## src/rtl/simon_pkg.sv

```systemverilog
// Shared constants for the Simon game datapath and its controller.
// Latency: n/a (package only).
// Backpressure: n/a (package only).
package simon_pkg;

    localparam int PAT_W  = 4;
    localparam int DEPTH  = 64;
    localparam int ADDR_W = $clog2(DEPTH);

    // LED mode encodings driven by the controller
    localparam logic [2:0] LED_MODE_INPUT    = 3'b001;
    localparam logic [2:0] LED_MODE_PLAYBACK = 3'b010;
    localparam logic [2:0] LED_MODE_REPEAT   = 3'b100;
    localparam logic [2:0] LED_MODE_DONE     = 3'b111;

    // True when exactly one bit of the pattern is set (zero is not one-hot)
    function automatic logic is_one_hot(input logic [PAT_W-1:0] p);
        return (p != '0) && ((p & (p - 1'b1)) == '0);
    endfunction

endpackage

```

## src/rtl/simon_pattern_mem.sv

```systemverilog
// Pattern store: DEPTH x W array, synchronous write, asynchronous read.
// Latency: write lands on the clock edge; read is combinational.
// Backpressure: none; a write is accepted every cycle wr_en is high.
module simon_pattern_mem
    import simon_pkg::*;
#(
    parameter int W  = PAT_W,
    parameter int D  = DEPTH,
    parameter int AW = ADDR_W
) (
    input  logic          clk,
    input  logic          wr_en,
    input  logic [AW-1:0] wr_addr,
    input  logic [W-1:0]  wr_dat,
    input  logic [AW-1:0] rd_addr,
    output logic [W-1:0]  rd_dat
);

    logic [W-1:0] mem [D];

    // Storage is never reset so patterns survive a game restart
    always_ff @(posedge clk) begin
        if (wr_en) begin
            mem[wr_addr] <= wr_dat;
        end
    end

    assign rd_dat = mem[rd_addr];

endmodule

```

## src/rtl/simon_datapath.sv

```systemverilog
// Simon datapath: level register, pattern memory, write counter, playback index, flags.
// Latency: state updates on the clock edge; all outputs combinational (zero latency).
// Backpressure: none; the controller owns every enable. Option: SIMON_DATAPATH_SATURATE_EN.
module simon_datapath
    import simon_pkg::*;
(
    input  logic             clk,
    input  logic             rst,
    input  logic             counter_rst,
    input  logic             current_rst,
    input  logic             level,
    input  logic             level_enable,
    input  logic [PAT_W-1:0] pattern,
    input  logic             write_enable,
    input  logic             counter_enable,
    input  logic             current_enable,
    input  logic             display_choice,
    output logic             pattern_valid,
    output logic             pattern_same,
    output logic             SeenAll,
    output logic [PAT_W-1:0] pattern_leds
);

    localparam logic [ADDR_W-1:0] LAST_IDX = ADDR_W'(DEPTH - 1);

    logic              level_reg;
    logic [ADDR_W-1:0] counter;
    logic [ADDR_W-1:0] current;
    logic [ADDR_W-1:0] counter_nxt;
    logic [ADDR_W-1:0] current_nxt;
    logic [PAT_W-1:0]  mem_dat;

    // Index advance: saturate at the last entry or wrap back to zero
    always_comb begin
        counter_nxt = counter + 1'b1;
        current_nxt = current + 1'b1;
`ifdef SIMON_DATAPATH_SATURATE_EN
        if (counter == LAST_IDX) counter_nxt = counter;
        if (current == LAST_IDX) current_nxt = current;
`else
        if (counter == LAST_IDX) counter_nxt = '0;
        if (current == LAST_IDX) current_nxt = '0;
`endif
    end

    // Difficulty level only follows the switch while the controller enables it
    always_ff @(posedge clk) begin
        if (rst) begin
            level_reg <= 1'b0;
        end else if (level_enable) begin
            level_reg <= level;
        end
    end

    // Write counter: global reset, then local clear, then increment
    always_ff @(posedge clk) begin
        if (rst) begin
            counter <= '0;
        end else if (counter_rst) begin
            counter <= '0;
        end else if (counter_enable) begin
            counter <= counter_nxt;
        end
    end

    // Playback index: global reset, then local clear, then increment
    always_ff @(posedge clk) begin
        if (rst) begin
            current <= '0;
        end else if (current_rst) begin
            current <= '0;
        end else if (current_enable) begin
            current <= current_nxt;
        end
    end

    // Write goes to the pre-increment counter value; read follows the playback index
    simon_pattern_mem #(
        .W  (PAT_W),
        .D  (DEPTH),
        .AW (ADDR_W)
    ) mem (
        .clk     (clk),
        .wr_en   (write_enable),
        .wr_addr (counter),
        .wr_dat  (pattern),
        .rd_addr (current),
        .rd_dat  (mem_dat)
    );

    // Flags and LED drive for the controller
    always_comb begin
        pattern_valid = level_reg ? is_one_hot(pattern) : 1'b1;
        pattern_same  = (pattern == mem_dat);
        SeenAll       = (current == counter);
        pattern_leds  = display_choice ? pattern : mem_dat;
    end

endmodule

```

## config.mk

```make
export PLATFORM = sky130hd
export DESIGN_NAME = simon_datapath
export DESIGN_NICKNAME = d
export VERILOG_FILES = /design/src/rtl/simon_pkg.sv /design/src/rtl/simon_pattern_mem.sv /design/src/rtl/simon_datapath.sv
export SDC_FILE = /design/constraint.sdc
export NUM_CORES = 1
export LEC_CHECK = 0
export ABC_CLOCK_PERIOD_IN_PS = 3900
export CORE_MARGIN = 5
export CORE_UTILIZATION = 35
export CTS_CLUSTER_SIZE = 25
export DETAILED_ROUTE_END_ITERATION = 10
export PLACE_DENSITY = 0.49
export SLEW_MARGIN = 5
export SYNTH_ARGS = -nofsm -noshare
export SYNTH_HDL_FRONTEND = slang
export SYNTH_SLANG_ARGS = --single-unit
```

## constraint.sdc

```tcl
create_clock -name clk -period 3.9 [get_ports clk]
set_input_delay 0.585 -clock clk [delete_from_list [all_inputs] [get_ports clk]]
set_output_delay 0.585 -clock clk [all_outputs]
set_load 0.005 [all_outputs]
```

# [After elaboration in Yosys (flattened, before gate mapping)]
# Memory sizes are Yosys's and may differ from the RTL's. A register that Yosys moved wholly into a read port is not among the register bits.
# Cells that the tools add are included.
[word_totals] in_bits=14 regBits=13 mem_count=1 elab_cells=25 mem_bits_rw=256
[op_classes] bitwise_logic=1 eq_ne=4 n_addsub=3 n_mux=8 reduce_logical=5
[mem_list] memory="mem.mem" depth=64 word_bits=4 read_ports=1 rd_clocked_by_memory_dff=1 wr=1 line="simon_pattern_mem.sv:19" rtl="logic [W-1:0] mem [D];"
[ops] cell="6-bit two-way mux" count=4
[ops] cell="6-bit by 1-bit adder with 6-bit output, second input constant" count=2
[ops] cell="6-bit == test, second input constant" count=2
[ops] cell="6-bit == test" count=1
[ops] cell="4-bit AND" count=1
[ops] cell="4-bit == test" count=1
[ops] cell="4-bit logical NOT" count=1
[ops] cell="4-bit two-way mux" count=1
[ops] cell="4-bit nonzero test" count=1
[ops] cell="2-bit OR reduction" count=2
[ops] cell="4-bit by 1-bit subtractor with 4-bit output, second input constant" count=1
[ops] cell="1-bit two-way mux" count=3
[ops] cell="1-bit logical AND" count=1

# [Logic depth before layout (Yosys ltp)]
[logic_depth] ltp_word=5 ltp_mapped=9 ltp_nobuf=6

# [Modules after synthesis]
# From an unflattened synthesis, not the netlist that was laid out.
[hier_totals] cells_unflattened=604 hier_area_um2=11108.2
[by_module_without_submodules] mod="simon_pattern_mem" seq_area_each_um2=7687.4 instances=1 cells_per_inst=517 area_per_inst_um2=10327.4
[by_module_without_submodules] mod="simon_datapath" seq_area_each_um2=260.2 instances=1 cells_per_inst=87 area_per_inst_um2=780.7

# [Worst setup path after synthesis]
# Ideal clock, no wire load.
[synth_timing] kind="reg2out" from="register (tool-made name)" to="output port pattern_same" path_stages_with_launch=10 arrival_ps=2294 slack_ps=1021 n_path_buf=3 path_cell_list="dfxtp_1 -> buf_2 -> buf_2 -> clkbuf_1 -> nand3b_1 -> o22ai_1 -> o41ai_1 -> o41ai_2 -> xnor2_1 -> a2111oi_2"
[synth_rtl] item="end: declaration" line="simon_datapath.sv:19" rtl="output logic pattern_same,"

==> impl_metrics.prom <==
# TYPE chip_impl_metric gauge
chip_impl_info{name="cts.root.buffer_cell",value="sky130_fd_sc_hd__clkbuf_16"} 1
chip_impl_metric{name="antennaDiodeCount",unit=""} 0
chip_impl_metric{name="num-nets-final",unit=""} 685
chip_impl_metric{name="tritoncts_num_sinks",unit=""} 275
chip_impl_info{name="rsz0062_at_grt",value="yes"} 1
chip_impl_metric{name="worst_skew_pair.late_latency",unit="ns"} 0.55
chip_impl_metric{name="period_minus_slack",unit="ns"} 3.92
chip_impl_metric{name="floorplan.die_area",unit="sq mm"} 0.0355
chip_impl_metric{name="io_buffer_count",unit=""} 20
chip_impl_metric{name="largest_net_degree_at_the_start_of_global_routing",unit=""} 60
chip_impl_metric{name="globalRoute.totalOverflow",unit=""} 0
chip_impl_metric{name="floorplan.initialDensity",unit="%"} 35.4
chip_impl_info{name="cell_types_with_the_highest_counts_after_synthesis",value="256 x sky130_fd_sc_hd__edfxtp_1, 84 x sky130_fd_sc_hd__nor2_1, 64 x sky130_fd_sc_hd__mux4_2"} 1
chip_impl_metric{name="antenna_found_initial",unit=""} 0
chip_impl_metric{name="per_cell_via_count_in_the_routed_design",unit=""} 5.34
chip_impl_metric{name="synthesis.area",unit="sq mm"} 0.0111
chip_impl_metric{name="report.final.slew_viol_count",unit=""} 0
chip_impl_metric{name="die_height",unit="microns"} 188
chip_impl_metric{name="drc_errors",unit=""} 0
chip_impl_metric{name="first_global_vias",unit=""} 6053
chip_impl_metric{name="synthesis.area_per_instance",unit="sq um"} 17.9
chip_impl_metric{name="worstPathBufferInverterCount",unit=""} 3
chip_impl_info{name="worst_path_most_repeated_cell",value="sky130_fd_sc_hd__o41ai_2"} 1
chip_impl_metric{name="clock_tree.buffer_depth",unit=""} 3
chip_impl_info{name="main_area_contributors_after_synthesis",value="sky130_fd_sc_hd__edfxtp_1 69%, sky130_fd_sc_hd__mux4_2 13%, sky130_fd_sc_hd__dfxtp_1 3.4%"} 1
chip_impl_info{name="reg.largest.list",value="mem.mem x256, counter x6, current x6"} 1
chip_impl_metric{name="post-dp-hpwl",unit="microns"} 17500
chip_impl_info{name="tritoncts_clock_tree",value="done"} 1
chip_impl_metric{name="pre_repair_dr_iteration_count",unit=""} 5
chip_impl_info{name="critical_path.reg2reg.startpoint",value="counter[4]"} 1
chip_impl_metric{name="timing_worst_slew_pin_value",unit="ns"} 0.817
chip_impl_info{name="post-synth-top-count-cell",value="sky130_fd_sc_hd__edfxtp_1"} 1
chip_impl_info{name="critPathTopFamily",value="compound AO/OA/AOI/OAI gates"} 1
chip_impl_metric{name="sw_frac_of_total",unit="%"} 19.8
chip_impl_metric{name="p_total",unit="W"} 0.00616
chip_impl_metric{name="synthesis.yosys.warnings",unit=""} 0
chip_impl_metric{name="flip_flop_count_of_the_largest_register_all_copies_and_words_added",unit=""} 256
chip_impl_info{name="failed_checks",value="negative setup slack"} 1
chip_impl_metric{name="clock_tree.htree_level_count",unit=""} 1
chip_impl_metric{name="critical-path-max-stage-delay",unit="ns"} 0.58
chip_impl_metric{name="power_leakage",unit="nW"} 3.94
chip_impl_metric{name="place_congestion",unit=""} 0.863
chip_impl_metric{name="count_of_pins_on_the_block_boundary",unit=""} 21
chip_impl_metric{name="combPwrFrac",unit="%"} 3.3
chip_impl_metric{name="final_hold_violation_count",unit=""} 0
chip_impl_metric{name="area_delta_synth_final",unit="%"} 16.7
chip_impl_metric{name="post_drt_wl_per_cell",unit="microns"} 24.3
chip_impl_metric{name="normalized_max_slew_margin",unit="%"} 45.1
chip_impl_metric{name="synth.distinct_cells",unit=""} 45
chip_impl_metric{name="synth-async-reset-ratio",unit="%"} 0
chip_impl_metric{name="power.sequential.fraction",unit="%"} 52.5
chip_impl_metric{name="synth_fp_nets",unit=""} 637
chip_impl_metric{name="p_sw",unit="W"} 0.00122
chip_impl_metric{name="crit_arrival",unit="ns"} 3.33
chip_impl_metric{name="synth-seq-area-share",unit="%"} 72.5
chip_impl_metric{name="timing.max_cap.violations",unit=""} 0
chip_impl_metric{name="synth_cells",unit=""} 621
chip_impl_metric{name="finish.utilization",unit="%"} 41.3
chip_impl_info{name="synth_flop_cell",value="sky130_fd_sc_hd__edfxtp_1"} 1
chip_impl_metric{name="dr.first_iter.drc_count",unit=""} 494
chip_impl_metric{name="filler_cell_count",unit=""} 2789
chip_impl_info{name="outcome",value="complete, but fails checks"} 1
chip_impl_info{name="max_flop_register",value="mem.mem"} 1
chip_impl_metric{name="synth-edff-count",unit=""} 256
chip_impl_metric{name="vias",unit=""} 5826
chip_impl_metric{name="min_period_over_period",unit="%"} 100
chip_impl_metric{name="required",unit="ns"} 3.31
chip_impl_metric{name="drt-total-wl",unit="microns"} 26500
chip_impl_metric{name="layout_setup_ws",unit="ns"} -0.0174
chip_impl_metric{name="post_route_cells_drive_above_1_share",unit="%"} 23.9
chip_impl_info{name="critical_path.endpoint_type",value="primary output"} 1
chip_impl_metric{name="dieWidth",unit="microns"} 188
chip_impl_info{name="slowest_stage",value="sky130_fd_sc_hd__clkdlybuf4s50_1"} 1
chip_impl_info{name="yosysTopAreaCell",value="sky130_fd_sc_hd__edfxtp_1"} 1
chip_impl_metric{name="finalClockSkew",unit="ns"} 0.0155
chip_impl_metric{name="synth_top_area_share",unit="%"} 69.1
chip_impl_metric{name="cts_buf_count",unit=""} 30
chip_impl_metric{name="grt.total_usage",unit="%"} 14.7
chip_impl_metric{name="ys_ff_latch",unit=""} 275
chip_impl_info{name="setup.worst_path.start_class",value="flip-flop"} 1
chip_impl_metric{name="power-per-cell-area",unit="mW/mm^2"} 474
chip_impl_metric{name="critical_path.max_fanout",unit=""} 14
chip_impl_metric{name="placementRows",unit=""} 65
chip_impl_metric{name="clockPowerShare",unit="%"} 44.2
chip_impl_metric{name="setup-violations-final",unit=""} 1
chip_impl_metric{name="fmax",unit="MHz"} 255
chip_impl_info{name="hold_path.startpoint",value="pattern[1]"} 1
chip_impl_metric{name="grt_first_pass_wirelength",unit="microns"} 39800
chip_impl_metric{name="clkSlewWorstSetupHoldPaths",unit="ns"} 0.06
chip_impl_metric{name="ctsHoldBuffers",unit=""} 0
chip_impl_info{name="critPathKind",value="reg2out"} 1
chip_impl_info{name="min_path_type",value="in2reg"} 1
chip_impl_info{name="timing.critical_path.cells",value="buf_12, clkbuf_16, mux4_2, o22ai_1, o41ai_2, o41ai_2, o21ai_0, clkdlybuf4s50_1"} 1
chip_impl_metric{name="placeableCoreArea",unit="sq mm"} 0.0315
chip_impl_metric{name="irDropWorstVdd",unit="mV"} 0.316
chip_impl_metric{name="p_int",unit="W"} 0.00494
chip_impl_metric{name="antenna_left",unit=""} 0
## worst paths after layout
path | end | slack [ns] | depth (start not counted)
max | pattern_leds[3] | -0.02 | 8
min | mem.mem[50][1] | 0.44 | 1
max reg2reg | mem.mem[48][0] | 1.54 | 4
min reg2reg | flip-flop | 0.56 | 2
## worst register-to-register path, stage by stage (launching register included)
cell and delay, ns:
sky130_fd_sc_hd__dfxtp_1 0.65, sky130_fd_sc_hd__nor2b_1 0.30, sky130_fd_sc_hd__nand3_1 0.12, sky130_fd_sc_hd__or2_2 0.36, sky130_fd_sc_hd__nor3_1 0.54
## layout by cell type, fill, tap and decap left out, types with 3 or more instances in the layout
master,Yosys,final
sky130_fd_sc_hd__o21ai_1,2,5
sky130_fd_sc_hd__dfxtp_1,19,16
sky130_fd_sc_hd__a21oi_1,5,4
sky130_fd_sc_hd__clkbuf_1,17,7
sky130_fd_sc_hd__buf_12,1,6
sky130_fd_sc_hd__bufinv_16,0,3
sky130_fd_sc_hd__buf_4,1,21
sky130_fd_sc_hd__nand2_1,21,21
sky130_fd_sc_hd__or3b_2,4,4
sky130_fd_sc_hd__nand2b_1,4,4
sky130_fd_sc_hd__nor2b_1,6,6
sky130_fd_sc_hd__o211ai_1,4,4
sky130_fd_sc_hd__clkbuf_16,0,32
sky130_fd_sc_hd__xnor2_1,8,8
sky130_fd_sc_hd__mux2_2,5,5
sky130_fd_sc_hd__o41ai_2,2,6
sky130_fd_sc_hd__nor2_1,84,84
sky130_fd_sc_hd__mux4_2,64,64
sky130_fd_sc_hd__clkinv_2,0,4
sky130_fd_sc_hd__nand3_1,11,11
sky130_fd_sc_hd__o21ai_0,11,8
sky130_fd_sc_hd__xor2_1,8,8
sky130_fd_sc_hd__nand3b_1,8,8
sky130_fd_sc_hd__clkinv_1,0,6
sky130_fd_sc_hd__mux2i_1,10,8
sky130_fd_sc_hd__or3_1,3,3
sky130_fd_sc_hd__buf_2,8,4
sky130_fd_sc_hd__edfxtp_1,256,256
sky130_fd_sc_hd__clkdlybuf4s50_1,0,15
sky130_fd_sc_hd__nor3_1,8,8
sky130_fd_sc_hd__o22ai_1,12,11
sky130_fd_sc_hd__nand4_1,10,10
## timing repair
action                                  in CTS  in global routing
setup buffers                                5                  2
pin swaps                                    0                  4
cloned                                       0                  1
resized for setup                           11                  7
endpoints found under the setup margin       5                  2
## stage by stage
stage	instance area, sq um	cells	worst slack (ns)	setup TNS (ns)	hold WS [ns]
floorplan	11100	621	1.02	0	0.461
global placement	11900	1031	-0.0202	-0.0202	0.523
detailed placement	11900	1031	-0.115	-0.115	0.542
CTS	12900	1088	0.0128	0	0.415
global route	13000	1091	-0.0672	-0.103	0.434
finish	13000	1091	-0.0174	-0.0174	0.437
## area by class of cell
| cell class | instances | area, sq um | share of cell area, % |
|---|---|---|---|
| Sequential cell | 275 | 8080 | 62.2 |
| Multi-Input combinational cell | 310 | 2940 | 22.6 |
| Inverter | 2 | 7.51 | 0.0578 |
| Clock buffer | 38 | 802 | 6.17 |
| Timing Repair Buffer | 50 | 520 | 4.01 |
| Clock inverter | 14 | 141 | 1.09 |
| Tap cell | 402 | 503 | 3.87 |
## kinds of logic after synthesis
| family | after synthesis | synth area share, % |
|---|---|---|
| mux | 79 | 14.4 |
| compound gates | 48 | 3.01 |
| simple gates | 165 | 6.95 |
| fa+ha+maj | 2 | 0.225 |
| xor+xnor | 16 | 1.26 |
| flops | 275 | 72.5 |
| buf+inv | 36 | 1.69 |
## power by group through the flow
stage          logic [W]  registers, W  clock network [W]
3_5_place_dp    0.000193       0.00330                  0
5_1_grt         0.000217       0.00323            0.00291
4_1_cts         0.000200       0.00323            0.00278
3_3_place_gp    0.000188       0.00330                  0
2_1_floorplan  0.0000849       0.00329                  0
6_report        0.000201       0.00323            0.00272
## metal layers
| layer | wire length [microns] | global-route usage (%) | share of wire [%] | up-vias |
|---|---|---|---|---|
| met1 | 11700 | 20.9 | 44 | 3028 |
| li1 | - | - | - | 2588 |
| met2 | 13100 | 24.8 | 49 | 180 |
| met5 | 0 | 0 | 0 | - |
| met3 | 1420 | 2.02 | 5.3 | 30 |
| met4 | 374 | 2.86 | 1.4 | 0 |
No activity file was read; power rests on OpenSTA's default activity.
